`config.mk`:
```
export PLATFORM = sky130hd
export DESIGN_NAME = shift_add_multiplier
export DESIGN_NICKNAME = d
export VERILOG_FILES = /design/src/rtl/shift_add_multiplier.sv
export SDC_FILE = /design/constraint.sdc
export NUM_CORES = 1
export LEC_CHECK = 0
export CORE_ASPECT_RATIO = 0.9
export CORE_MARGIN = 4
export CORE_UTILIZATION = 55
export DETAILED_ROUTE_END_ITERATION = 10
export GPL_TIMING_DRIVEN = 0
export PLACE_DENSITY = 0.88
export SETUP_SLACK_MARGIN = 0.02
export SYNTH_ARGS = -nofsm -noshare
export SYNTH_HDL_FRONTEND = slang
export SYNTH_SLANG_ARGS = --single-unit
```
`constraint.sdc`:
```
create_clock -name clk -period 7.1 [get_ports clk]
set_input_delay 0.71 -clock clk [delete_from_list [all_inputs] [get_ports clk]]
set_output_delay 0.71 -clock clk [all_outputs]
set_load 0.05 [all_outputs]
```
`src/rtl/shift_add_multiplier.sv`:
```
// Radix-2 shift-add unsigned multiplier: captures an operand pair, iterates once per
// multiplier bit, then presents the registered 2W-bit product with a one-cycle pulse.
module shift_add_multiplier #(
  parameter int INPUT_DATA_WIDTH  = 32,
  parameter int OUTPUT_DATA_WIDTH = 64
) (
  input  logic                         clk,
  input  logic                         reset,
  input  logic                         inputs_valid,
  input  logic [INPUT_DATA_WIDTH-1:0]  in1,
  input  logic [INPUT_DATA_WIDTH-1:0]  in2,
  output logic [OUTPUT_DATA_WIDTH-1:0] out,
  output logic                         output_valid,
  output logic                         busy
);

  localparam int W        = INPUT_DATA_WIDTH;
  localparam int PW       = 2 * INPUT_DATA_WIDTH;
  localparam int CW       = (W > 1) ? $clog2(W) : 1;
  localparam logic [CW-1:0] CNT_LAST = CW'(W - 1);

  if (OUTPUT_DATA_WIDTH != 2 * INPUT_DATA_WIDTH) begin : g_bad_width
    $error("OUTPUT_DATA_WIDTH must equal 2*INPUT_DATA_WIDTH");
  end

  typedef enum logic [1:0] {
    IDLE = 2'd0,
    RUN  = 2'd1,
    DONE = 2'd2
  } state_t;

  state_t          state;
  logic [W-1:0]    mcand;
  logic [W-1:0]    mplier;
  logic [PW-1:0]   acc;
  logic [CW-1:0]   cnt;

  // Add into the upper half with one extra bit so the carry survives the shift.
  logic [W:0]      sum;
  logic [PW-1:0]   acc_next;

  always_comb begin
    sum      = {1'b0, acc[PW-1:W]} + (mplier[0] ? {1'b0, mcand} : '0);
    acc_next = {sum, acc[W-1:1]};
  end

  // NOTE: every register here uses <= so all updates see pre-edge values; the
  // datapath registers are few and reset with the FSM, so nothing starts as X.
  always_ff @(posedge clk or posedge reset) begin
    if (reset) begin
      state        <= IDLE;
      mcand        <= '0;
      mplier       <= '0;
      acc          <= '0;
      cnt          <= '0;
      out          <= '0;
      output_valid <= 1'b0;
      busy         <= 1'b0;
    end else begin
      output_valid <= 1'b0;
      case (state)
        IDLE: begin
          if (inputs_valid) begin
            mcand  <= in1;
            mplier <= in2;
            acc    <= '0;
            cnt    <= '0;
            busy   <= 1'b1;
            state  <= RUN;
          end
        end
        RUN: begin
          acc    <= acc_next;
          mplier <= mplier >> 1;
          cnt    <= cnt + 1'b1;
          if (cnt == CNT_LAST) begin
            busy  <= 1'b0;
            state <= DONE;
          end
        end
        DONE: begin
          out          <= acc;
          output_valid <= 1'b1;
          if (inputs_valid) begin
            mcand  <= in1;
            mplier <= in2;
            acc    <= '0;
            cnt    <= '0;
            busy   <= 1'b1;
            state  <= RUN;
          end else begin
            state <= IDLE;
          end
        end
        default: begin
          busy  <= 1'b0;
          state <= IDLE;
        end
      endcase
    end
  end

endmodule

```
==> results of run 1 <==
-- layout make-up --
| class | instances | area, um^2 |
|---|---|---|
| Tap cell | 235 | 294 |
| Buffer | 56 | 216 |
| Multi-Input combinational cell | 644 | 4340 |
| Inverter | 10 | 45.0 |
| Sequential cell | 201 | 5030 |
| Fill cell | 1234 | 4990 |
| Clock inverter | 10 | 146 |
| Clock buffer | 27 | 598 |
| Timing Repair Buffer | 133 | 1350 |
-- routing by layer --
metal | vias up | track usage | part of all wire
li1 | 3514 | - | -
met1 | 3666 | 0.333 | 0.45
met2 | 279 | 0.359 | 0.45
met3 | 42 | 0.0422 | 0.075
met4 | 0 | 0.0611 | 0.024
met5 | - | 0 | 0
-- worst min-delay path, cell delays in order (launching register included) --
cell and delay (ps):
dfrtp_1 330, nand2_1 50, nand2_1 60
-- cell usage in the layout (no fill, tap or decap), types with 3 or more instances in the layout --
| cell | Yosys | routed |
|---|---|---|
| dfrtp_1 | 201 | 201 |
| nand2_1 | 181 | 181 |
| clkdlybuf4s50_1 | 0 | 132 |
| o21ai_0 | 70 | 70 |
| mux2_2 | 64 | 64 |
| clkbuf_1 | 47 | 48 |
| a22o_1 | 36 | 36 |
| and2_1 | 35 | 35 |
| mux2i_1 | 34 | 34 |
| ha_1 | 34 | 34 |
| a21oi_1 | 28 | 28 |
| clkbuf_16 | 0 | 21 |
| nor2_1 | 20 | 20 |
| a21o_1 | 19 | 19 |
| xnor2_1 | 12 | 12 |
| xor2_1 | 12 | 12 |
| nand3_1 | 11 | 11 |
| o21ai_1 | 10 | 10 |
| nand4_1 | 9 | 9 |
| inv_1 | 10 | 9 |
| and3_1 | 8 | 8 |
| buf_1 | 6 | 6 |
| nor3_1 | 5 | 5 |
| o21a_1 | 5 | 5 |
| a31oi_1 | 5 | 5 |
| clkbuf_8 | 0 | 5 |
| nor2b_1 | 4 | 4 |
| o21bai_1 | 4 | 4 |
| nand2b_1 | 4 | 4 |
| a211oi_1 | 3 | 3 |
| o31ai_1 | 3 | 3 |
| o211ai_1 | 3 | 3 |
| bufinv_16 | 0 | 3 |
| clkinv_2 | 0 | 3 |
-- registers in the layout (all words and copies together) (netlist names) --
register,cells
cnt,5
mcand,32
out,64
busy,1
mplier,32
output_valid,1
state,2
acc,64
-- cells by family after synthesis --
logic type | count (synthesis) | share of synthesized area
AND/OR/NAND/NOR | 282 | 0.131
AO/OA/AOI/OAI | 205 | 0.142
flip-flops | 201 | 0.523
multiplexers | 98 | 0.110
buffers and inverters | 66 | 0.0264
adder cells (fa/ha/maj) | 35 | 0.0463
XOR/XNOR | 24 | 0.0218
-- power by group --
part / switching, mW / internal, mW / total (mW)
registers: 0.273 / 1.55 / 1.82
logic: 1.26 / 0.840 / 2.10
clock network: 0.452 / 0.708 / 1.16
-- worst paths after layout --
path | start | to | slack [ps]
setup reg to reg | mplier[0] | acc[59] | 3710
hold / removal | mcand[5] | mcand[5] | 470
min in group asynchronous | reset | out[22] | 660
max in group asynchronous | reset | mcand[5] | 5470
hold reg to reg | mcand[5] | mcand[5] | 470
setup / recovery | mplier[0] | acc[59] | 3710
-- per-stage QoR --
step | TNS, ps | power [mW] | worst slack (ps) | instances | utilization
finish | 0 | 5.09 | 3710 | 1316 | 0.707
global route | 0 | 5.42 | 3430 | 1316 | 0.707
CTS | 0 | 5.09 | 3830 | 1316 | 0.707
global placement | -303100 | 3.80 | -1520 | 1278 | 0.661
detailed placement | 0 | 3.89 | 3650 | 1279 | 0.663
floorplan | 0 | 3.32 | 908 | 911 | -
==> run summary, run 1 <==
Avg Inst Size Synth -> 10.6 um^2
Final Setup Violations -> 0
drt initial violations -> 573
CTS Buf Count -> 21
CP max FO -> 10
fin. max-slew vios -> 0
H-tree lvl count -> 1
Area after DPL -> 11300 um^2
number of synthesized register bits -> 201
core area -> 17000 um^2
Inserted Diodes -> 0
Root Buffer Master -> clkbuf_16
GPL Wtd Cong -> 0.919
CTS-repair resized insts -> 0
Post-synth EDFFs -> 0
final worst-path cycle share -> 0.477
CP Cell Sequence -> clkbuf_1 > and2_1 > ha_1 > clkbuf_1 > a21oi_1 > o21ai_1 > a2111oi_0 > a21oi_1 > o21ai_1 > xor2_1 > o21ai_1
Clock Skew -> 10.5 ps
sequential area share after synthesis -> 0.523
Worst Hold Class -> flop to flop
final hold vios -> 0
WP data arrival -> 3720 ps
fraction of layout cells with a size suffix above 1 -> 0.103
outcome -> complete, no violations
Crit. path cell count -> 11
Final Critical Period -> 3390 ps
top cell type's share of synthesized area -> 0.523
Layout Nets -> 1169
Worst path slowest cell -> dfrtp_1
largest net degree at the start of global routing -> 129
WP buf/inv -> 2
hold_buf cts -> 0
clock sinks -> 201
hpwl dp -> 15900 um
Synth area leader -> dfrtp_1
TritonRoute pass-1 iters -> 5
Cell Rows -> 45
vias in the first global route -> 7449
Post-route DRC -> 0
RSZ-0062 raised after global routing -> no
Initial Util -> 0.566
Worst-path clk slew -> 60 ps
Top Ports -> 133
chip height -> 133 um
Total GRT Usage -> 0.229
Vias per Instance -> 5.70
Clock Latency Late Sink -> 490 ps
synth unique cells -> 51
via count -> 7501
top cells by area, synth -> dfrtp_1 52%, mux2_2 7.5%, nand2_1 7.1%
Worst Hold Depth -> 2
Buffers on Ports -> 132
Max Cap Violations -> 0
Leak -> 5.74 nW
DR WL/cell -> 17.4 um
measured slew at the worst slew-check pin -> 709 ps
CP max stage delay -> 490 ps
power density over the cells -> 423 nW/um^2
startpoint types -> flop
R2R cell count -> 11
Setup crit end kind -> flop
final WL -> 22900 um
Post-Syn Area -> 9620 um^2
die width -> 147 um
Slew headroom -> 0.527
first-pass GRT wire length -> 37200 um
Peak VDD IR -> 0.216 mV
remaining global-route overflow -> 0
Worst path most repeated cell -> o21ai_1
Crit Path Category -> flop to flop
largest delay contributor family on the critical path -> compound AO/OA/AOI/OAI gates
initial antenna violation count -> 0
postcts setup bufs -> 0
most common cell in the netlist -> dfrtp_1
ys async rst share -> 1.00
commonest cells in the netlist -> 201 x dfrtp_1, 181 x nand2_1, 70 x o21ai_0
hold_ws -> 470 ps
WP data required -> 7440 ps
post-route cell area -> 12000 um^2
Warnings, synthesis -> 0
Most used DFF post-synth -> dfrtp_1
Routed Antenna Nets -> 0
Layout area overhead -> 24.9%
syn_nets -> 1013
Longest Clk Path Bufs -> 3
die area -> 19700 um^2
Max Freq -> 0.295 GHz
CTS tree -> yes
Syn Inst Count -> 911
No activity file was read; power rests on OpenSTA's default activity.
==> run 2, diff against run 1 <==
--- a/config.mk
+++ b/config.mk
@@ -7,10 +7,10 @@
 export LEC_CHECK = 0
 export CORE_ASPECT_RATIO = 0.9
 export CORE_MARGIN = 4
-export CORE_UTILIZATION = 55
+export CORE_UTILIZATION = 50
 export DETAILED_ROUTE_END_ITERATION = 10
 export GPL_TIMING_DRIVEN = 0
-export PLACE_DENSITY = 0.88
+export PLACE_DENSITY = 0.85
 export SETUP_SLACK_MARGIN = 0.02
 export SYNTH_ARGS = -nofsm -noshare
 export SYNTH_HDL_FRONTEND = slang
==> constraint.sdc (replaced) <==
create_clock -name clk -period 2.9 [get_ports clk]
set_input_delay 0.29 -clock clk [delete_from_list [all_inputs] [get_ports clk]]
set_output_delay 0.29 -clock clk [all_outputs]
set_load 0.05 [all_outputs]
==> run 2 against run 1 <==
Net effect:
- setup slack worse by 3600 ps
- worst hold slack lost 260 ps
- flip-flop and latch count stayed put
- power rose by 150%
- fmax rose by 21%
- cell count increased by 0.84%
- global-route usage is 1.2 points lower
- first-iteration DRC count grew 9.4%
- core utilization shrank 5.2 points
- critical endpoint is now acc[54]
- largest cell class unchanged
==> run summary, run 2 (same netlist as run 1, synthesis figures left out) <==
Max Cap Violations -> 0 (unchanged)
final WL -> 23600 um (+2.8%)
startpoint types -> flop
clock share of power -> 0.210 (-0.018)
drt initial violations -> 627 (+9.4%)
largest delay contributor family on the critical path -> simple AND/OR/NAND/NOR gates
Buffers on Ports -> 132 (unchanged)
most frequent cells in the layout -> 200 x dfrtp_1, 180 x nand2_1, 132 x clkdlybuf4s50_1
Sequential Power Share -> 0.357 (about the same)
Peak VDD IR -> 0.417 mV (+93%)
core area -> 18600 um^2 (+9.6%)
largest net degree at the start of global routing -> 46 (-64%)
Worst-path clk slew -> 70 ps (about the same)
Post-Place Cells -> 1293 (+1.1%)
hpwl dp -> 16500 um (+3.6%)
CTS tree -> yes
Root Buffer Master -> clkbuf_16
Vias per Instance -> 5.62 (-1.5%)
CP max FO -> 10 (unchanged)
FF-to-FF End -> acc[54]
Final Total Pwr -> 12.6 mW (+150%)
H-tree lvl count -> 1 (unchanged)
CP Cell Sequence -> buf_6 > and2_1 > ha_4 > o21a_1 > o211ai_2 > a2111oi_4 > buf_4 > nor4_4 > nor4b_2 > or3_1 > a32o_1
WP data arrival -> 3180 ps (-540 ps)
CP startpoint -> mplier[0]
final hold vios -> 0 (unchanged)
fraction of layout cells with a size suffix above 1 -> 0.136 (+0.0332)
Final Setup Violations -> 0 (unchanged)
CP max stage delay -> 470 ps (-20 ps)
Clock Skew -> 9.15 ps (-1.34 ps)
Logic pwr share -> 0.434 (+0.020)
remaining global-route overflow -> 0 (unchanged)
Slew headroom -> 0.540 (+0.0131)
GPL Wtd Cong -> 0.920 (about the same)
power density over the cells -> 1030 nW/um^2 (+140%)
WP buf/inv -> 2 (unchanged)
Post-route DRC -> 0 (unchanged)
initial antenna violation count -> 0 (unchanged)
Inserted Diodes -> 0 (unchanged)
reg-to-reg startpoint -> mplier[0]
setup slack, reg-to-reg -> 100 ps (-3610 ps)
Final Non-Filler Cells -> 1327 (+0.84%)
hold_ws -> 211 ps (-260 ps)
Layout area overhead -> 26.9%
clock sinks -> 201 (unchanged)
Area after DPL -> 11400 um^2 (+0.72%)
Worst path slowest cell -> dfrtp_2
via count -> 7453 (-0.64%)
die width -> 154 um (+4.6%)
Finished Core Util -> 0.655 (-0.0516)
measured slew at the worst slew-check pin -> 689 ps (-19.7 ps)
Setup crit end kind -> flop
CTS Buf Count -> 21 (unchanged)
Final Critical Period -> 2800 ps (-588 ps)
Top Ports -> 133 (unchanged)
Leak -> 5.77 nW (+0.64%)
register area -> 5030 um^2 (about the same)
Routed Antenna Nets -> 0 (unchanged)
chip height -> 140 um (+4.6%)
hold_buf cts -> 0 (unchanged)
Cell Rows -> 47 (+4.4%)
Clock Latency Late Sink -> 490 ps (about the same)
vias in the first global route -> 7542 (+1.2%)
Layout Nets -> 1174 (+0.43%)
Worst Hold Class -> input pin to asynchronous set/reset pin
fin. max-slew vios -> 0 (unchanged)
post-route cell area -> 12200 um^2 (+1.6%)
most common library cell in the layout ignoring fill and taps -> dfrtp_1
first-pass GRT wire length -> 38900 um (+4.7%)
Sw Share -> 0.396 (+0.00464)
RSZ-0062 raised after global routing -> yes
DR WL/cell -> 17.8 um (+2.0%)
Crit Path Category -> flop to flop
filler cell count in the final layout -> 1392 (+13%)
Max Freq -> 0.357 GHz (+21%)
WP data required -> 3290 ps (-4150 ps)
die area -> 21500 um^2 (+9.4%)
multi-input logic area -> 4490 um^2 (+3.5%)
internal power -> 7.59 mW (+150%)
Longest Clk Path Bufs -> 3 (unchanged)
outcome -> complete, no violations
Total GRT Usage -> 0.217 (-0.0124)
TritonRoute pass-1 iters -> 5 (unchanged)
final worst-path cycle share -> 0.965 (+0.488)
R2R cell count -> 11 (unchanged)
Initial Util -> 0.516 (-0.0497)
top flop regs -> acc: 64 flops, out: 64 flops
NetSw -> 4.97 mW (+150%)
[run 2: final cells by class]
class,instances,area share
tap,245,0.0251
clock buffer,27,0.0465
clock inverter,6,0.00707
timing repair buffer,145,0.121
inverter,10,0.00338
buffer,49,0.0171
multi-input combinational,644,0.368
sequential,201,0.412
[run 2: power groups by stage]
| stage | sequential (mW) | combinational, mW | clock (mW) |
|---|---|---|---|
| after global routing | 4.60 | 6.00 | 2.79 |
| after floorplan | 4.59 | 3.53 | 0 |
| after global placement | 4.44 | 4.89 | 0 |
| final | 4.48 | 5.44 | 2.63 |
| after CTS | 4.45 | 5.23 | 2.67 |
| after detailed placement | 4.48 | 5.08 | 0 |
[run 2: worst max-delay path by stage]
stage,end,cells past startpoint
CTS,acc[53],11
detailed placement,acc[57],10
finish,acc[54],11
global placement,acc[48],2
global route,acc[57],12
floorplan,acc[0],1
[run 2: worst reg2reg max path, stage by stage (launching register included)]
cell	delay (ps)
dfrtp_2	470
buf_6	170
and2_1	180
ha_4	250
o21a_1	200
o211ai_2	240
a2111oi_4	70
buf_4	170
nor4_4	310
nor4b_2	90
or3_1	310
a32o_1	240
[run 2: per-layer routing]
layer	vias up	GRT usage	wire length, um
met5	-	0	0
met4	0	0.0502	516
met3	46	0.0376	1570
met2	244	0.337	10800
met1	3648	0.322	10800
li1	3515	-	-
[run 2: metrics by stage]
step                setup WS, ps  TNS, ps
detailed placement          -389    -3450
CTS                         43.1        0
floorplan                   7.68        0
finish                       103        0
global route               -18.5    -26.0
global placement           -1490  -299170
[run 2: timing repair]
action	CTS	global route
setup endpoints to repair	26	18
resized for setup	17	24
pin swaps	3	9
setup buffers	1	7
